[src/rtl/divm_result_writer.sv]
`default_nettype none
// +--------------------------------------------------------------------------+
// | divm_result_writer: stores a pair of words to memory (A then B) with     |
// | optional idle gaps. Optional: DIVM_WR_ALIGN_CHECK_EN rejects misaligned.  |
// | Revision: 1.0                                                            |
// +--------------------------------------------------------------------------+
module divm_result_writer #(
    parameter int ADDR_W   = 32,
    parameter int WAIT_CYC = 0
) (
    input  logic              clk,
    input  logic              reset,
    input  logic              start,
    input  logic [ADDR_W-1:0] addr_a,
    input  logic [ADDR_W-1:0] addr_b,
    input  logic [ADDR_W-1:0] data_a,
    input  logic [ADDR_W-1:0] data_b,
    output logic [ADDR_W-1:0] mem_addr,
    output logic [ADDR_W-1:0] mem_wdata,
    output logic              mem_wr,
    output logic              busy,
    output logic              done,
    output logic              err
);

    typedef enum logic [2:0] {
        IDLE   = 3'd0,
        WR_A   = 3'd1,
        WAIT_A = 3'd2,
        WR_B   = 3'd3,
        WAIT_B = 3'd4,
        DONE   = 3'd5
    } state_t;

    // Counter is loaded with the number of extra wait cycles after the first.
    localparam logic [1:0] C_WAIT_RELOAD = (WAIT_CYC > 0) ? 2'(WAIT_CYC - 1) : 2'd0;

    state_t              state_q,     state_d;
    logic [ADDR_W-1:0]   addr_a_q,    addr_a_d;
    logic [ADDR_W-1:0]   addr_b_q,    addr_b_d;
    logic [ADDR_W-1:0]   data_a_q,    data_a_d;
    logic [ADDR_W-1:0]   data_b_q,    data_b_d;
    logic [1:0]          cnt_q,       cnt_d;
    logic                misal_q,     misal_d;
    logic [ADDR_W-1:0]   mem_addr_q,  mem_addr_d;
    logic [ADDR_W-1:0]   mem_wdata_q, mem_wdata_d;
    logic                mem_wr_q,    mem_wr_d;
    logic                busy_q,      busy_d;
    logic                done_q,      done_d;
    logic                err_q,       err_d;
    logic                w_misaligned;

`ifdef DIVM_WR_ALIGN_CHECK_EN
    assign w_misaligned = (addr_a[1:0] != 2'b00) || (addr_b[1:0] != 2'b00);
`else
    assign w_misaligned = 1'b0;
`endif

    always_comb begin
        state_d     = state_q;
        addr_a_d    = addr_a_q;
        addr_b_d    = addr_b_q;
        data_a_d    = data_a_q;
        data_b_d    = data_b_q;
        cnt_d       = cnt_q;
        misal_d     = misal_q;
        mem_addr_d  = mem_addr_q;
        mem_wdata_d = mem_wdata_q;
        mem_wr_d    = 1'b0;
        busy_d      = (state_q != IDLE);
        done_d      = (state_q == DONE);
        err_d       = (state_q == DONE) && misal_q;

        unique case (state_q)
            IDLE: begin
                if (start) begin
                    addr_a_d = addr_a;
                    addr_b_d = addr_b;
                    data_a_d = data_a;
                    data_b_d = data_b;
                    misal_d  = w_misaligned;
                    state_d  = w_misaligned ? DONE : WR_A;
                end
            end
            WR_A: begin
                mem_wr_d    = 1'b1;
                mem_addr_d  = addr_a_q;
                mem_wdata_d = data_a_q;
                cnt_d       = C_WAIT_RELOAD;
                state_d     = (WAIT_CYC == 0) ? WR_B : WAIT_A;
            end
            WAIT_A: begin
                if (cnt_q == 2'd0) state_d = WR_B;
                else               cnt_d   = cnt_q - 2'd1;
            end
            WR_B: begin
                mem_wr_d    = 1'b1;
                mem_addr_d  = addr_b_q;
                mem_wdata_d = data_b_q;
                cnt_d       = C_WAIT_RELOAD;
                state_d     = (WAIT_CYC == 0) ? DONE : WAIT_B;
            end
            WAIT_B: begin
                if (cnt_q == 2'd0) state_d = DONE;
                else               cnt_d   = cnt_q - 2'd1;
            end
            DONE:    state_d = IDLE;
            default: state_d = IDLE;
        endcase
    end

    always_ff @(posedge clk) begin
        if (!reset) begin
            state_q     <= IDLE;
            addr_a_q    <= '0;
            addr_b_q    <= '0;
            data_a_q    <= '0;
            data_b_q    <= '0;
            cnt_q       <= 2'd0;
            misal_q     <= 1'b0;
            mem_addr_q  <= '0;
            mem_wdata_q <= '0;
            mem_wr_q    <= 1'b0;
            busy_q      <= 1'b0;
            done_q      <= 1'b0;
            err_q       <= 1'b0;
        end else begin
            state_q     <= state_d;
            addr_a_q    <= addr_a_d;
            addr_b_q    <= addr_b_d;
            data_a_q    <= data_a_d;
            data_b_q    <= data_b_d;
            cnt_q       <= cnt_d;
            misal_q     <= misal_d;
            mem_addr_q  <= mem_addr_d;
            mem_wdata_q <= mem_wdata_d;
            mem_wr_q    <= mem_wr_d;
            busy_q      <= busy_d;
            done_q      <= done_d;
            err_q       <= err_d;
        end
    end

    assign mem_addr  = mem_addr_q;
    assign mem_wdata = mem_wdata_q;
    assign mem_wr    = mem_wr_q;
    assign busy      = busy_q;
    assign done      = done_q;
    assign err       = err_q;

endmodule
`default_nettype wire

[config.mk]
export PLATFORM = sky130hd
export DESIGN_NAME = divm_result_writer
export DESIGN_NICKNAME = d
export VERILOG_FILES = /design/src/rtl/divm_result_writer.sv
export SDC_FILE = /design/constraint.sdc
export NUM_CORES = 1
export LEC_CHECK = 0
export CAP_MARGIN = 0
export CORE_MARGIN = 8
export CORE_UTILIZATION = 50
export DETAILED_ROUTE_END_ITERATION = 10
export PLACE_DENSITY_LB_ADDON = 0.12
export SLEW_MARGIN = 40
export SYNTH_ARGS = -nofsm -noshare
export SYNTH_HDL_FRONTEND = slang
export SYNTH_SLANG_ARGS = --single-unit
[constraint.sdc]
create_clock -name clk -period 1.9 [get_ports clk]
set_input_delay 0.57 -clock clk [delete_from_list [all_inputs] [get_ports clk]]
set_output_delay 0.57 -clock clk [all_outputs]
set_load 0.05 [all_outputs]
==> results of run 1 <==
[power by group through the flow]
stage	logic, W	registers, W	clock network, W
3_5_place_dp	0.00408	0.00525	0
5_1_grt	0.00437	0.00523	0.00387
6_report	0.00405	0.00515	0.00362
2_1_floorplan	0.00191	0.00609	0
3_3_place_gp	0.00404	0.00523	0
4_1_cts	0.00409	0.00516	0.00371
[kinds of logic (layout without fill, tap and decap cells)]
group,after synthesis,after routing,synth area share (%)
other cells,1,1,0.0460
mux,64,64,7.86
flops,200,200,49.1
buf+inv,78,259,5.36
fa+ha+maj,1,1,0.154
simple gates,339,339,16.4
xor+xnor,1,1,0.108
compound gates,206,206,20.9
[metal layers]
layer | share of wire, % | vias up | wire [um] | track usage, %
met5 | 0 | - | 0 | 0
met4 | 1.2 | 0 | 244 | 5.87
met3 | 6.6 | 19 | 1290 | 5.44
met2 | 46 | 153 | 9060 | 30.1
met1 | 46 | 3017 | 8980 | 24.9
li1 | - | 3315 | - | -
[final cells by class]
type | instances | area share, %
Sequential cell | 200 | 37.2
Inverter | 2 | 0.0697
Multi-Input combinational cell | 612 | 34.5
Tap cell | 216 | 2.51
Clock inverter | 9 | 1.07
Timing Repair Buffer | 226 | 20.1
Clock buffer | 22 | 4.49
[registers in the layout, indices dropped and copies added (netlist names), 2 cells and up]
name       flops
addr_a_q      32
addr_b_q      32
data_a_q      32
data_b_q      32
mem_addr      32
mem_wdata     32
state_q        3
cnt_q          2
[stage by stage]
stage	hold WS [ns]	utilization, %	worst slack [ns]	area, um^2	TNS, ns
after global routing	0.436	67.8	0.0474	10800	0
after detailed placement	0.444	64.1	-0.282	10200	-29.67
final	0.443	67.8	0.140	10800	0
after global placement	0.439	64.1	-0.313	10200	-30.74
after CTS	0.425	67.8	0.132	10800	0
after floorplan	0.434	-	0.238	8150	0
[path summary, 6_finish.rpt]
path             endpoint          from  slack, ns
max              cnt_q[1]      cnt_q[0]       0.14
min reg2reg  addr_a_q[19]  addr_a_q[19]       0.45
max reg2reg      cnt_q[1]      cnt_q[0]       0.14
min          mem_addr[13]         reset       0.44
[cells in the final DEF, fill, tap and decap left out, drive strengths merged]
master / netlist / layout
or4b: 2 / 2
a21boi: 129 / 129
nor2b: 3 / 3
mux2i: 64 / 64
o21bai: 1 / 1
a21oi: 3 / 3
ha: 1 / 1
and4b: 1 / 1
clkbuf: 25 / 22
a2111o: 1 / 1
a31oi: 2 / 2
dfxtp: 200 / 200
o21ai: 1 / 1
inv: 2 / 4
clkdlybuf4s50: 0 / 129
clkinvlp: 0 / 2
nor2: 4 / 4
conb: 1 / 1
nand2: 321 / 321
nand2b: 1 / 1
o21a: 1 / 1
buf: 51 / 97
and2: 1 / 1
bufinv: 0 / 2
nor4b: 2 / 2
nand3b: 2 / 2
xnor2: 1 / 1
o31a: 1 / 1
a21bo: 1 / 1
o211ai: 2 / 2
clkinv: 0 / 3
o211a: 64 / 64
nor3b: 2 / 2
[worst max-delay path, stage by stage (launching register included)]
cell and delay (ns):
dfxtp_1 0.40, inv_1 0.06, ha_1 0.30, nor2b_1 0.14
or4b_2 0.61, a31oi_1 0.18
==> results.sh, run 1 <==
export IMPL_status="finished clean"
export IMPL_skew_ns=0.00819
export IMPL_power_share_clock_pct=28.2
export IMPL_die_h_um=144
export IMPL_clk_pin_slew_ns=0.07
export IMPL_grt_pass1_wl_um=31700
export IMPL_hpwl_um=13400
export IMPL_track_usage_pct=19.1
export IMPL_hold_buffers=0
export IMPL_reg2regPathDepth=5
export IMPL_syn_nets=1022
export IMPL_vdd_drop_max_uv=889
export IMPL_drt_iter0_drc=368
export IMPL_post_cts_buffers=0
export IMPL_core_area_mm2=0.0159
export IMPL_rsz0062_at_grt="no"
export IMPL_synth_distinct_cells=35
export IMPL_syn_avg_cell_area_um2=9.15
export IMPL_intPower_w=0.00849
export IMPL_fmax_mhz=568
export IMPL_clkLatencyLatePin_ns=0.43
export IMPL_drv_slew=0
export IMPL_cts_tree="built"
export IMPL_antenna_found_initial=0
export IMPL_startpoint_type="flop"
export IMPL_switching_power_w=0.00433
export IMPL_route_detailed_drc=0
export IMPL_crit_required_ns=2.25
export IMPL_ys_warnings_count=0
export IMPL_synthToLayoutAreaGrowth_pct=32.3
export IMPL_htree_levels=4
export IMPL_cts_buffer_depth=2
export IMPL_gp_congestion=0.751
export IMPL_end_kind="flop"
export IMPL_grt_max_degree=87
export IMPL_via_per_inst=5.05
export IMPL_grt_pass1_vias=6321
export IMPL_regArea_mm2=0.00401
export IMPL_port_buffers=197
export IMPL_synth_edf_count=0
export IMPL_diodes=0
export IMPL_async_flop_share_pct=0
export IMPL_critPathArrivalTime_ns=2.11
export IMPL_combPwrFrac_pct=31.6
export IMPL_post_route_period_util_pct=92.6
export IMPL_period_needed_ns=1.76
export IMPL_switching_share_pct=33.8
export IMPL_fillCellCount=1349
export IMPL_path_class="flop to flop"
export IMPL_syn_instance_count=890
export IMPL_cts_buffers=17
export IMPL_yosys_area_top_type="dfxtp_1"
export IMPL_die_w_um=144
export IMPL_synth_top_area_share_pct=49.1
export IMPL_initial_utilization_pct=51.3
export IMPL_io_pins=199
export IMPL_num_vias=6504
export IMPL_drv_cap=0
export IMPL_cts_repair_resize_count=0
export IMPL_p_seq_share_pct=40.2
export IMPL_setup_violations=0
export IMPL_synth_seq_cells=200
export IMPL_total_power_w=0.0128
export IMPL_die_area_mm2=0.0206
export IMPL_totalWireLength_um=19600
export IMPL_wl_per_cell_um=15.2
export IMPL_final_layout_size_suffix_gt1_share_pct=12.4
export IMPL_leakagePower_nw=4.80
export IMPL_yosys_most_used_dff="dfxtp_1"
export IMPL_final_cells=1287
export IMPL_p_per_area_mw_per_mm2=1190
export IMPL_cp_max_fo=6
export IMPL_yosysSeqAreaShare_pct=49.1
export IMPL_nets=1191
export IMPL_cts_sinks=200
export IMPL_ant_nets=0
export IMPL_hold_viol_final=0
export IMPL_hold_path_class="input pin to flop"
export IMPL_clock_root_buffer="clkbuf_16"
export IMPL_overflow=0
export IMPL_num_rows=46
export IMPL_yosysMostFrequentCell="nand2_1"
export IMPL_synth_common_cells="nand2_1 (321), dfxtp_1 (200), a21boi_1 (120)"
export IMPL_place_inst=1256
export IMPL_synth_area_leaders="dfxtp_1 (49%), nand2_1 (15%), a21boi_1 (11%), mux2i_1 (7.9%), o211a_1 (7.9%)"
export IMPL_drt_pass1_iter_count=5
export IMPL_min_path_cells=2
export IMPL_synthesis_area_mm2=0.00815
export IMPL_multi_input_area_mm2=0.00372
No activity file was read; power rests on OpenSTA's default activity.
==> inputs of run 2 (changes only) <==
--- a/config.mk
+++ b/config.mk
@@ -9,6 +9,7 @@
 export CORE_MARGIN = 8
 export CORE_UTILIZATION = 50
 export DETAILED_ROUTE_END_ITERATION = 10
+export GPL_ROUTABILITY_DRIVEN = 0
 export PLACE_DENSITY_LB_ADDON = 0.12
 export SLEW_MARGIN = 40
 export SYNTH_ARGS = -nofsm -noshare
==> results of run 2 <==
The final DEF is identical to that of run 1; final timing and power are the same.
